$ cat src/rtl/bus_pkg.sv
//-----------------------------------------------------------------------------
// bus_pkg
//
// Shared types and defaults for the phased on-chip bus responder.
//   resp_state_t        : responder FSM states (WAIT is only reachable when
//                         the design is built with RESP_WAIT_EN defined)
//   DEF_ADDR_W/DATA_W   : default address / data widths
//   DEF_NUM_REGS        : default number of implemented registers
//   RESP_OK / RESP_ERR  : encodings of the completion error flag
//-----------------------------------------------------------------------------
package bus_pkg;

  localparam int unsigned DEF_ADDR_W   = 4;
  localparam int unsigned DEF_DATA_W   = 8;
  localparam int unsigned DEF_NUM_REGS = 12;

  localparam logic RESP_OK  = 1'b0;
  localparam logic RESP_ERR = 1'b1;

  typedef enum logic [2:0] {
    IDLE       = 3'd0,
    ADDR_PHASE = 3'd1,
    DATA_PHASE = 3'd2,
    WAIT       = 3'd3,
    RESP       = 3'd4
  } resp_state_t;

endpackage : bus_pkg

$ cat src/rtl/bus_if.sv
//-----------------------------------------------------------------------------
// bus_if
//
// Handshake and data signals between the arbiter (master side) and a
// responder (slave side) of the phased on-chip bus.
//   valid      : initiator holds high for the whole transaction
//   write      : 1 = write, 0 = read (meaningful in the address phase)
//   addr       : register index (meaningful in the address phase)
//   write_data : write payload (meaningful in the data phase)
//   ready      : one-cycle completion pulse from the responder
//   read_data  : read payload, non-zero only with ready on a good read
//   err        : completion error flag, valid with ready
//   busy       : responder is inside a transaction
//-----------------------------------------------------------------------------
interface bus_if
  import bus_pkg::*;
#(
  parameter int unsigned ADDR_W = DEF_ADDR_W,
  parameter int unsigned DATA_W = DEF_DATA_W
);

  logic              valid;
  logic              write;
  logic [ADDR_W-1:0] addr;
  logic [DATA_W-1:0] write_data;
  logic              ready;
  logic [DATA_W-1:0] read_data;
  logic              err;
  logic              busy;

  modport master (
    output valid, write, addr, write_data,
    input  ready, read_data, err, busy
  );

  modport slave (
    input  valid, write, addr, write_data,
    output ready, read_data, err, busy
  );

endinterface : bus_if

$ cat src/rtl/bus_regfile.sv
//-----------------------------------------------------------------------------
// bus_regfile
//
// NUM_REGS x DATA_W register bank behind the bus responder.
//   clk      : clock, writes on rising edge
//   reset    : asynchronous active-low clear of every register
//   we_i     : write enable
//   waddr_i  : write index (indices >= NUM_REGS are ignored)
//   wdata_i  : write data
//   raddr_i  : read index (combinational read port)
//   rdata_o  : read data, 0 for indices >= NUM_REGS
//-----------------------------------------------------------------------------
module bus_regfile
  import bus_pkg::*;
#(
  parameter int unsigned ADDR_W   = DEF_ADDR_W,
  parameter int unsigned DATA_W   = DEF_DATA_W,
  parameter int unsigned NUM_REGS = DEF_NUM_REGS
) (
  input  logic              clk,
  input  logic              reset,
  input  logic              we_i,
  input  logic [ADDR_W-1:0] waddr_i,
  input  logic [DATA_W-1:0] wdata_i,
  input  logic [ADDR_W-1:0] raddr_i,
  output logic [DATA_W-1:0] rdata_o
);

  logic [DATA_W-1:0] regs_q [NUM_REGS];

  // NOTE: this bank is built from flops, not a RAM macro, so it can take the
  // asynchronous clear; a clear loop over a real memory would not map to RAM.
  always_ff @(posedge clk or negedge reset) begin
    if (!reset) begin
      for (int i = 0; i < int'(NUM_REGS); i++) begin
        regs_q[i] <= '0;
      end
    end else if (we_i) begin
      for (int i = 0; i < int'(NUM_REGS); i++) begin
        if (waddr_i == ADDR_W'(i)) begin
          regs_q[i] <= wdata_i;
        end
      end
    end
  end

  // Decoded read mux; unmatched (out-of-range) indices fall through to 0.
  always_comb begin
    rdata_o = '0;
    for (int i = 0; i < int'(NUM_REGS); i++) begin
      if (raddr_i == ADDR_W'(i)) begin
        rdata_o = regs_q[i];
      end
    end
  end

endmodule : bus_regfile

$ cat src/rtl/bus_slave_responder.sv
//-----------------------------------------------------------------------------
// bus_slave_responder
//
// Responder end of the phased on-chip bus. A transaction is a request cycle,
// an address phase, a data phase and a one-cycle completion (RESP) carrying
// read data or an error flag. Serviced against a local bus_regfile.
//
// Ports:
//   clk   : clock, all state updates on rising edge
//   reset : asynchronous active-low reset
//   bus   : bus_if.slave (valid/write/addr/write_data in,
//           ready/read_data/err/busy out)
//
// Parameters: ADDR_W, DATA_W, NUM_REGS (addr >= NUM_REGS completes with err),
//             WAIT_CYCLES (present only with RESP_WAIT_EN).
//
// Build option RESP_WAIT_EN: when defined, DATA_PHASE goes through a WAIT
// state of WAIT_CYCLES cycles before RESP. WAIT_CYCLES = 0 behaves as the
// default build. valid is ignored during WAIT (the write has committed).
//-----------------------------------------------------------------------------
module bus_slave_responder
  import bus_pkg::*;
#(
  parameter int unsigned ADDR_W   = DEF_ADDR_W,
  parameter int unsigned DATA_W   = DEF_DATA_W,
  parameter int unsigned NUM_REGS = DEF_NUM_REGS
`ifdef RESP_WAIT_EN
  ,
  parameter int unsigned WAIT_CYCLES = 2
`endif
) (
  input  logic clk,
  input  logic reset,
  bus_if.slave bus
);

  resp_state_t       state_q, state_d;
  logic [ADDR_W-1:0] addr_q, addr_d;
  logic              write_q, write_d;
  logic              range_err_q, range_err_d;

  // Registered completion outputs: no combinational path from the bus inputs.
  logic              ready_q, ready_d;
  logic              err_q, err_d;
  logic [DATA_W-1:0] read_data_q, read_data_d;

  logic              rf_we;
  logic [DATA_W-1:0] rf_rdata;
  logic [DATA_W-1:0] resp_src;

`ifdef RESP_WAIT_EN
  localparam int unsigned CNT_W = (WAIT_CYCLES > 1) ? $clog2(WAIT_CYCLES) : 1;

  logic [CNT_W-1:0]  cnt_q, cnt_d;
  // Read value captured in DATA_PHASE and held through WAIT.
  logic [DATA_W-1:0] hold_q, hold_d;
`endif

  bus_regfile #(
    .ADDR_W   (ADDR_W),
    .DATA_W   (DATA_W),
    .NUM_REGS (NUM_REGS)
  ) u_regfile (
    .clk     (clk),
    .reset   (reset),
    .we_i    (rf_we),
    .waddr_i (addr_q),
    .wdata_i (bus.write_data),
    .raddr_i (addr_q),
    .rdata_o (rf_rdata)
  );

  // NOTE: every signal driven here gets a default first, so no path through
  // the case statement can leave one unassigned and infer a latch.
  always_comb begin
    state_d     = state_q;
    addr_d      = addr_q;
    write_d     = write_q;
    range_err_d = range_err_q;
    ready_d     = 1'b0;
    err_d       = RESP_OK;
    read_data_d = '0;
    rf_we       = 1'b0;
    resp_src    = rf_rdata;
`ifdef RESP_WAIT_EN
    cnt_d       = cnt_q;
    hold_d      = hold_q;
    if (state_q == WAIT) begin
      resp_src = hold_q;
    end
`endif

    unique case (state_q)
      IDLE: begin
        if (bus.valid) begin
          state_d = ADDR_PHASE;
        end
      end

      ADDR_PHASE: begin
        addr_d      = bus.addr;
        write_d     = bus.write;
        range_err_d = (32'(bus.addr) >= NUM_REGS);
        state_d     = bus.valid ? DATA_PHASE : IDLE;
      end

      DATA_PHASE: begin
        if (!bus.valid) begin
          // Abort: leaving before the edge means the write never lands.
          state_d = IDLE;
        end else begin
          rf_we = write_q && !range_err_q;
`ifdef RESP_WAIT_EN
          hold_d = rf_rdata;
          if (WAIT_CYCLES == 0) begin
            state_d = RESP;
          end else begin
            cnt_d   = CNT_W'(WAIT_CYCLES - 1);
            state_d = WAIT;
          end
`else
          state_d = RESP;
`endif
        end
      end

`ifdef RESP_WAIT_EN
      WAIT: begin
        // valid is deliberately not sampled: the transaction is committed.
        if (cnt_q == '0) begin
          state_d = RESP;
        end else begin
          cnt_d = cnt_q - 1'b1;
        end
      end
`endif

      RESP: begin
        state_d = IDLE;
      end

      default: begin
        state_d = IDLE;
      end
    endcase

    // Load the completion registers on the edge that enters RESP, so they
    // are high for exactly the RESP cycle.
    if (state_d == RESP && state_q != RESP) begin
      ready_d     = 1'b1;
      err_d       = range_err_q ? RESP_ERR : RESP_OK;
      read_data_d = (!write_q && !range_err_q) ? resp_src : '0;
    end
  end

  // NOTE: sequential state uses non-blocking assignments so every flop
  // samples the pre-edge value of the others regardless of statement order.
  always_ff @(posedge clk or negedge reset) begin
    if (!reset) begin
      state_q     <= IDLE;
      addr_q      <= '0;
      write_q     <= 1'b0;
      range_err_q <= 1'b0;
      ready_q     <= 1'b0;
      err_q       <= RESP_OK;
      read_data_q <= '0;
    end else begin
      state_q     <= state_d;
      addr_q      <= addr_d;
      write_q     <= write_d;
      range_err_q <= range_err_d;
      ready_q     <= ready_d;
      err_q       <= err_d;
      read_data_q <= read_data_d;
    end
  end

`ifdef RESP_WAIT_EN
  always_ff @(posedge clk or negedge reset) begin
    if (!reset) begin
      cnt_q  <= '0;
      hold_q <= '0;
    end else begin
      cnt_q  <= cnt_d;
      hold_q <= hold_d;
    end
  end
`endif

  assign bus.ready     = ready_q;
  assign bus.err       = err_q;
  assign bus.read_data = read_data_q;
  assign bus.busy      = (state_q != IDLE);

endmodule : bus_slave_responder

$ cat src/flat_wrapper.sv
// flat-port wrapper written by rule: the top's interface ports become plain ports
module bus_slave_responder_flat import bus_pkg::*;
#(
  parameter int unsigned ADDR_W   = DEF_ADDR_W,
  parameter int unsigned DATA_W   = DEF_DATA_W,
  parameter int unsigned NUM_REGS = DEF_NUM_REGS

)
  (clk, reset, bus_valid, bus_write, bus_addr, bus_write_data, bus_ready, bus_read_data, bus_err, bus_busy);
  bus_if #(.ADDR_W(ADDR_W), .DATA_W(DATA_W)) bus_i ();
  input  logic clk;
  input  logic reset;
  input wire logic [$bits(bus_i.valid)-1:0] bus_valid;
  input wire logic [$bits(bus_i.write)-1:0] bus_write;
  input wire logic [$bits(bus_i.addr)-1:0] bus_addr;
  input wire logic [$bits(bus_i.write_data)-1:0] bus_write_data;
  output wire logic [$bits(bus_i.ready)-1:0] bus_ready;
  output wire logic [$bits(bus_i.read_data)-1:0] bus_read_data;
  output wire logic [$bits(bus_i.err)-1:0] bus_err;
  output wire logic [$bits(bus_i.busy)-1:0] bus_busy;
  assign bus_i.valid = bus_valid;
  assign bus_i.write = bus_write;
  assign bus_i.addr = bus_addr;
  assign bus_i.write_data = bus_write_data;
  assign bus_ready = bus_i.ready;
  assign bus_read_data = bus_i.read_data;
  assign bus_err = bus_i.err;
  assign bus_busy = bus_i.busy;
  bus_slave_responder #(.ADDR_W(ADDR_W), .DATA_W(DATA_W), .NUM_REGS(NUM_REGS)) u_core (.clk(clk), .reset(reset), .bus(bus_i));
endmodule
$ cat config.mk
export PLATFORM = sky130hd
export DESIGN_NAME = bus_slave_responder_flat
export DESIGN_NICKNAME = d
export VERILOG_FILES = /design/src/rtl/bus_pkg.sv /design/src/rtl/bus_if.sv /design/src/rtl/bus_regfile.sv /design/src/rtl/bus_slave_responder.sv /design/src/flat_wrapper.sv
export SDC_FILE = /design/constraint.sdc
export NUM_CORES = 1
export LEC_CHECK = 0
export CORE_UTILIZATION = 40
export CTS_CLUSTER_DIAMETER = 80
export DETAILED_ROUTE_END_ITERATION = 10
export PLACE_DENSITY = 0.58
export SLEW_MARGIN = 20
export SYNTH_ARGS = -nofsm -noshare
export SYNTH_HDL_FRONTEND = slang
export SYNTH_HIERARCHICAL = 1
export SYNTH_SLANG_ARGS = --single-unit
$ cat constraint.sdc
create_clock -name clk -period 4.2 [get_ports clk]
set_input_delay 0.84 -clock clk [delete_from_list [all_inputs] [get_ports clk]]
set_output_delay 0.84 -clock clk [all_outputs]
set_load 0.005 [all_outputs]
[Word level (Yosys, flattened, before mapping)]
Cells that the tools add are included.
Cells by class
  add/sub/neg operators: 0
  multipliers: 0
  divide/modulo/power cells: 0
  $lt $le $gt $ge: 1
  equality and inequality tests: 15
  shift operators: 0
  muxes and demuxes: 23
  bitwise gates (word level): 0
  reductions and logical operators: 20
Operators with widths (count)
  8-bit two-way mux: 14
  2-bit AND reduction: 12
  4-bit by 3-bit == test with 1-bit output, second input constant: 4
  4-bit == test, second input constant: 4
  3-bit one-hot mux with 3 select lines: 1
  4-bit by 2-bit == test with 1-bit output, second input constant: 2
  3-bit two-way mux: 2
  1-bit two-way mux: 5
  4-bit by 1-bit == test with 1-bit output, second input constant: 1
  4-bit greater-or-equal comparator, second input constant: 1
  4-bit zero test: 1
  3-bit by 1-bit == test with 1-bit output, second input constant: 1
  3-bit by 2-bit == test with 1-bit output, second input constant: 1
  3-bit == test, second input constant: 1
  1-bit logical AND: 3
  3-bit zero test: 1
  3-bit != test, second input constant: 1
  3-bit nonzero test: 1
  1-bit zero test: 2
  2-bit two-way mux: 1
Storage, ports and cells
  bits in registers: 115
  latch bits: 0
  bits in writable memories: 0
  bits in read-only memories: 0
  input bits: 16
  output and inout port bits: 11
  memories: 0

[Longest topological paths before layout]
Gate-level depths: netlist of the first run.
  word-level depth: 15
  gate-level depth with buffers: 8
  depth with buffers taken out: 6

[Hierarchy]
Netlist of the first run, hierarchy kept.
By module, submodules not included
  bus_regfile: times used 1, cells each 321, area an instance 4621.9 sq um, seq. area each 2402.3 sq um
  bus_slave_responder: times used 1, cells each 48, area an instance 764.5 sq um, seq. area each 475.5 sq um

[Worst setup path before layout of the first run]
OpenSTA, ideal clock, no wires.
  kind: input to register
  start: input bus_valid
  end: register u_core/u_regfile/regs_q[64] in the netlist's numbering
  arrival time: 2.459 ns
  data required time: 4.075 ns
  path slack: 1.616 ns
  cell stages on the path: 7
  buffers on the path: 2
  cells stage by stage: nand4bb_4 -> buf_6 -> nor3b_1 -> nor3b_2 -> nor2b_1 -> buf_2 -> mux2_2
On the way
  longest elaborated chain between the ends: 3
RTL lines
  start: declaration: RTL line flat_wrapper.sv:13  | input wire logic [$bits(bus_i.valid)-1:0] bus_valid;
  1-bit two-way mux: RTL line bus_slave_responder.sv:108  | if (!bus.valid) begin
  1-bit two-way mux: RTL line bus_slave_responder.sv:93  | unique case (state_q)
  net u_core.rf_we: RTL line bus_slave_responder.sv:47  | logic rf_we;
  2-bit AND reduction (no source line)
  end signal: indexed assignment: RTL line bus_regfile.sv:41  | regs_q[i] <= wdata_i;
  end: declaration: RTL line bus_regfile.sv:29  | logic [DATA_W-1:0] regs_q [NUM_REGS];
The timed path passes the listed nets, and every way through them passes these cells.
A chain may end at the register's enable or synchronous reset.

[Worst setup path after layout of the first run]
  start: input bus_valid
  end: register u_core/u_regfile/regs_q[39] in the netlist's numbering
Same word-level chain as after synthesis.

==> results.md, run 1 <==
* Setup slack, reg-to-reg at 1510 ps
* WL/cell at 19.4 um
* Vias at 3,131
* Multi-input gate area at 2330 sq um
* Row count at 42
* Post-synth EDFFs at 0
* Static leakage at 3.01 nW
* Clock buffer count from CTS at 17
* Total Neg Setup Slack at 0 ps
* IO Pins at 27
* # setup viols final at 0
* Largest net degree at the start of global routing at 57
* Initial antenna violation count at 0
* Worst path arrival time at 3430 ps
* Final setup margin at 1060 ps
* Unique masters post-synth at 47
* Mux cell area share after synthesis at 30.5%
* Crit end category: flop
* Grt total ovfl at 0
* Synth Flop Type: dfrtp_1
* Dpl cells at 548
* Root Driver: clkbuf_16
* Tot GR Track Use at 18.2%
* Synth Area in Compound Gates at 3.97%
* Setup Skew at 7.54 ps
* Post-synthesis simple-gate area fraction at 8.73%
* Final period utilization at 74.8%
* FF-to-FF End: u_core/u_regfile/regs_q[39]
* Crit Reg-Reg Startpoint: u_core/state_q[2]
* Post-route ant nets at 0
* Worst skew pair latency at 410 ps
* Die height at 118 um
* Setup CP Type: in -> reg
* Die area at 13,900 sq um
* Clk slew on worst S/H paths at 50 ps
* Iteration-0 DRC Markers at 168
* Total Routed Length at 11,200 um
* Synth Area in XOR/XNOR at 0%
* Fraction of layout cells with a size suffix above 1 at 36.7%
* Vias in the first global route at 3,289
* Largest family of logic cells by synthesized area: multiplexers
* P per Cell Area at 497 nW/um^2
* Worst hold start: u_core/u_regfile/regs_q[29]
* Period minus WS final at 3140 ps
* H-Tree Depth at 4
* Register area at 2880 sq um
* Final Hold Slack at 481 ps
* CORE AREA at 13,200 sq um
* Status: finished clean
* Syn-to-layout area delta at 17.3%
* Synth Warn # at 6
* Sequential share of the synthesized area at 53.4%
* Nets@finish at 407
* Worst Setup Start Kind: primary input
* FFs w/ async S/R, synth at 100%
* FILL cells at 1,136
* Max-slew violation count at 0
* Hold crit path type: reg -> reg
* Clock buffer depth at 2
* Post-route cell area at 6320 sq um
* Max IR drop VDD at 268 uV
* CP Max Fanout at 12
* Cts repair resizes at 0
* Post-DP HPWL at 6890 um
* TritonCTS clock tree: done
* Cells on worst reg2reg path at 5
* Worst hold stages at 1
* Non-filler cells, final at 579
* First-pass GRT wire length at 18,700 um
* RD Place Congestion at 0.722
* Vias per cell at 5.41
* Synthesized area per cell at 14.6 sq um
* Cells after Synth at 369
* FMAX at 318 MHz
* Max_slew headroom at 32.5%
* WHS Endpoint: u_core/u_regfile/regs_q[29]
* Post-synthesis adder-cell area fraction at 0%
* Syn Nets at 385
* DRT Pass-1 Iters at 5
* Worst-Margin Slew at 1010 ps
* RSZ-0062 raised after global routing: false
* Place WS at 666 ps
* Final count of hold timing violations at 0
* Cts hold-fix bufs at 0
* CTS Sinks at 115
* Postcts setup bufs at 0
* Data required, critical path at 4480 ps
* Port Buf Inserts at 26
* #FFs+latches synth at 115
* Area of placed instances at 5750 sq um
* Die W at 118 um
* Mapped Area at 5390 sq um
* Max-cap violations at 0
* # DRC at 0
* Starting density of the core at 40.8%
* N_diodes at 0
-- worst max path at each step --
stage / startpoint / endpoint / cells after the start
after floorplan: bus_valid / u_core/u_regfile/regs_q[64] / 7
after global placement: bus_valid / u_core/u_regfile/regs_q[34] / 6
after detailed placement: bus_valid / u_core/u_regfile/regs_q[39] / 6
after CTS: bus_valid / u_core/u_regfile/regs_q[39] / 6
after global routing: bus_valid / u_core/u_regfile/regs_q[38] / 6
final: bus_valid / u_core/u_regfile/regs_q[39] / 6
-- registers in the layout (all words and copies together) (netlist names) --
name                     count
u_core/range_err_q           1
u_core/bus.read_data         8
u_core/bus.err               1
u_core/write_q               1
u_core/u_regfile/regs_q     96
u_core/bus.ready             1
u_core/addr_q                4
u_core/state_q               3
-- placed cells by master (no fill, tap or decap), types with 7 or more instances in the layout --
master / n
dfrtp_1: 114
mux2_2: 92
clkdlybuf4s50_1: 25
clkbuf_16: 17
mux4_1: 15
nand2_1: 13
mux2i_1: 8
nand2b_1: 8
o21ai_0: 8
mux2_1: 8
nor2_1: 7
-- metal layers --
| layer | global-route usage [%] | vias up | share of wire, % |
|---|---|---|---|
| li1 | - | 1409 | - |
| met1 | 25.1 | 1636 | 48 |
| met2 | 27.4 | 73 | 47 |
| met3 | 5.33 | 13 | 3.4 |
| met4 | 5.93 | 0 | 1.4 |
| met5 | 0 | - | 0 |
-- cell usage after synthesis (2+ instances only) --
cell type | count | area, sq um
buf_2 | 9 | 45.0
a41oi_1 | 2 | 17.5
o21ai_0 | 8 | 40.0
or3_1 | 2 | 12.5
a21oi_1 | 3 | 15.0
nand2_1 | 13 | 48.8
a22o_1 | 2 | 17.5
nand2b_1 | 8 | 50.1
nor2_1 | 7 | 26.3
mux2_1 | 8 | 90.1
nor2_2 | 6 | 37.5
nand4_1 | 2 | 12.5
nor2b_1 | 5 | 31.3
buf_6 | 2 | 22.5
mux4_2 | 2 | 45.0
inv_1 | 6 | 22.5
mux2i_1 | 8 | 80.1
mux4_1 | 15 | 394
nand3b_1 | 3 | 22.5
a21o_1 | 2 | 15.0
mux2_2 | 92 | 1040
dfrtp_1 | 115 | 2880
clkbuf_1 | 13 | 48.8
a31oi_1 | 2 | 12.5
nor4b_2 | 6 | 90.1
a32oi_1 | 3 | 26.3
nor4b_1 | 2 | 17.5
o211ai_1 | 4 | 30.0
-- power breakdown --
part / internal (mW) / switching [mW] / leakage [nW]
sequential: 1.21 / 0.168 / 1.57
combinational: 0.232 / 0.176 / 1.15
clock: 0.900 / 0.458 / 0.283
total: 2.34 / 0.801 / 3.01
-- final cells by class --
class,instances,area share (%)
Inverter,7,0.416
Timing Repair Buffer,31,4.67
Clock inverter,4,0.713
Tap cell,176,3.49
Sequential cell,115,45.6
Clock buffer,27,8.28
Multi-Input combinational cell,219,36.9
-- metrics by stage --
stage               util (%)  total power, mW
floorplan                  -             1.67
CTS                     47.9             3.18
global route            47.9             3.29
finish                  47.9             3.14
global placement        43.6             1.80
detailed placement      43.6             1.80
-- worst max-delay path, cell delays in order --
cell	delay [ps]
clkdlybuf4s50_1	540
nand4bb_4	260
nor3b_1	510
nand3b_1	260
nor2_2	600
mux2_2	400
-- cell families (layout without fill, tap and decap cells) --
group,after synthesis,in the layout
AOI/OAI and AO/OA,30,30
buffers and inverters,35,69
DFF,115,115
muxes,125,125
and+or+nand+nor,64,64
Note: power is estimated with default switching activity, not from simulation.
==> run 2: changes to the inputs <==
--- a/config.mk
+++ b/config.mk
@@ -8,7 +8,7 @@
 export CORE_UTILIZATION = 40
 export CTS_CLUSTER_DIAMETER = 80
 export DETAILED_ROUTE_END_ITERATION = 10
-export PLACE_DENSITY = 0.58
+export PLACE_DENSITY = 0.6
 export SLEW_MARGIN = 20
 export SYNTH_ARGS = -nofsm -noshare
 export SYNTH_HDL_FRONTEND = slang
==> constraint.sdc (replaced) <==
create_clock -name clk -period 2.7 [get_ports clk]
set_input_delay 0.54 -clock clk [delete_from_list [all_inputs] [get_ports clk]]
set_output_delay 0.54 -clock clk [all_outputs]
set_load 0.005 [all_outputs]
==> results.md, run 2 (synthesis results as in run 1) <==
* Setup Skew at 12.2 ps (+4.67 ps)
* Largest net degree at the start of global routing at 44 (-23%)
* RSZ-0062 raised after global routing: false
* Setup slack, reg-to-reg at 450 ps (-1060 ps)
* Slowest stage delay, CP at 480 ps (-120 ps)
* Met3 usage at 4.51% (-0.82 points)
* CORE AREA at 13,200 sq um (unchanged)
* Final period utilization at 86.4%
* H-Tree Depth at 4 (unchanged)
* Starting density of the core at 40.8% (unchanged)
* Clock buffer depth at 2 (unchanged)
* Grt total ovfl at 0 (unchanged)
* Syn-to-layout area delta at 22.4%
* Nets@finish at 435 (+6.9%)
* DRT Pass-1 Iters at 4 (-1)
* Setup CP Type: reg -> out
* Post-route ant nets at 0 (unchanged)
* Crit path cell chain: or3_2, clkdlybuf4s50_1
* Max IR drop VDD at 423 uV (+58%)
* Total Routed Length at 11,100 um (-0.72%)
* Grt peak-use layer: met2
* Grt met1 use at 25.0% (-0.080 points)
* WL/cell at 18.4 um (-5.0%)
* Total Neg Setup Slack at 0 ps (unchanged)
* First-pass GRT wire length at 18,600 um (-0.55%)
* Iteration-0 DRC Markers at 158 (-6.0%)
* CTS Sinks at 115 (unchanged)
* Finished Core Util at 50.0% (+2.1 points)
* Data required, critical path at 2160 ps (-2320 ps)
* Crit end category: output pin
* Post-DP HPWL at 7600 um (+10%)
* GR Layer Usage met2 at 26.4% (-1.0 points)
* Period minus WS final at 2330 ps
* Hold crit path type: in -> async
* CP max stage cell: or3_2
* Worst-Margin Slew at 831 ps (-180 ps)
* Postcts setup bufs at 0 (unchanged)
* Worst skew pair latency at 410 ps (about the same)
* Die area at 13,900 sq um (unchanged)
* Register area at 2880 sq um (unchanged)
* Vias per cell at 5.32 (-1.6%)
* Multi-input gate area at 2330 sq um (unchanged)
* Top reg by flops: u_core/u_regfile/regs_q
* Fraction of layout cells with a size suffix above 1 at 40.8% (+4.1 points)
* Max_slew headroom at 44.6% (+12 points)
* P per Cell Area at 754 nW/um^2 (+51%)
* Die height at 118 um (unchanged)
* # DRC at 0 (unchanged)
* Die W at 118 um (unchanged)
* Max-cap violations at 0 (unchanged)
* CP Max Fanout at 3 (-9)
* FMAX at 429 MHz
* Clock buffer count from CTS at 17 (unchanged)
* Final Hold Slack at 42.6 ps (-438 ps)
* # setup viols final at 0 (unchanged)
* TritonCTS clock tree: done
* Row count at 42 (unchanged)
* N_diodes at 0 (unchanged)
* RD Place Congestion at 0.759 (+5.0%)
* Final count of hold timing violations at 0 (unchanged)
* Clk slew on worst S/H paths at 50 ps (about the same)
* Most common library cell in the layout ignoring fill and taps: dfrtp_1
* Port Buf Inserts at 26 (unchanged)
* Static leakage at 3.18 nW (+5.5%)
* Vias in the first global route at 3,328 (+1.2%)
* Status: finished clean
* Root Driver: clkbuf_16
* Cts hold-fix bufs at 0 (unchanged)
* Max-slew violation count at 0 (unchanged)
* Worst path arrival time at 1790 ps (-1640 ps)
* Vias at 3,220 (+2.8%)
* FILL cells at 1,128 (-0.70%)
* Final setup margin at 368 ps (-689 ps)
* Initial antenna violation count at 0 (unchanged)
* Worst Setup Start Kind: flop
* Tot GR Track Use at 17.9% (-0.30 points)
* Most frequent cells in the layout: 114 x dfrtp_1, 92 x mux2_2, 28 x buf_4, 25 x clkdlybuf4s50_1, 17 x clkbuf_16
* Number of flip-flops under the largest register name at 96 (unchanged)
* Place WS at 50.5 ps (-615 ps)
* Cts repair resizes at 0 (unchanged)
* IO Pins at 27 (unchanged)
==> run 2: cell count changes in the layout (fill, tap and decap cells not counted), sizes merged <==
| cell | previous run | this run |
|---|---|---|
| clkbuf | 27 | 23 |
| clkinv | 3 | 4 |
| buf | 6 | 34 |
| bufinv | 1 | 2 |
==> run 2: area by class of cell <==
cell class                 instances  area share, %
clock buffer                      23           7.25
clock inverter                     6           1.21
inverter                           7          0.398
multi-input combinational        219           35.3
sequential                       115           43.7
tap                              176           3.34
timing repair buffer              59           8.80
==> run 2: final timing paths <==
check,start,endpoint,cells after the start
worst max-delay path,u_core/state_q[1],bus_busy,2
worst min-delay path,reset,u_core/state_q[1],1
worst max register to register,u_core/addr_q[1],u_core/bus.read_data[1],6
worst min register to register,u_core/u_regfile/regs_q[93],u_core/u_regfile/regs_q[93],1
max in group asynchronous,reset,u_core/u_regfile/regs_q[72],2
min in group clk,u_core/u_regfile/regs_q[93],u_core/u_regfile/regs_q[93],1
==> run 2: critical path, delay by kind of cell, from the launching register on <==
family | cells | cell delay (ps)
AND/OR/NAND/NOR | 1 | 480
buffers and inverters | 1 | 460
flip-flops | 1 | 450
==> run 2: stage by stage <==
| step | cells | power, mW | instance area [sq um] |
|---|---|---|---|
| final | 605 | 4.97 | 6590 |
| after global routing | 605 | 5.20 | 6590 |
| after CTS | 605 | 5.03 | 6590 |
| after detailed placement | 576 | 2.88 | 6040 |
| after global placement | 576 | 2.86 | 6040 |
| after floorplan | 369 | 2.60 | 5390 |
==> run 2: where the power goes <==
group | switching [mW] | leakage, nW | internal, mW
clock | 0.717 | 0.279 | 1.40
combinational | 0.350 | 1.32 | 0.413
sequential | 0.201 | 1.57 | 1.88
==> run 2: per-layer routing <==
| metal | wire length [um] | up-vias |
|---|---|---|
| met5 | 0 | - |
| met4 | 182 | 0 |
| met3 | 425 | 12 |
| met1 | 5320 | 1675 |
| li1 | - | 1467 |
| met2 | 5210 | 66 |
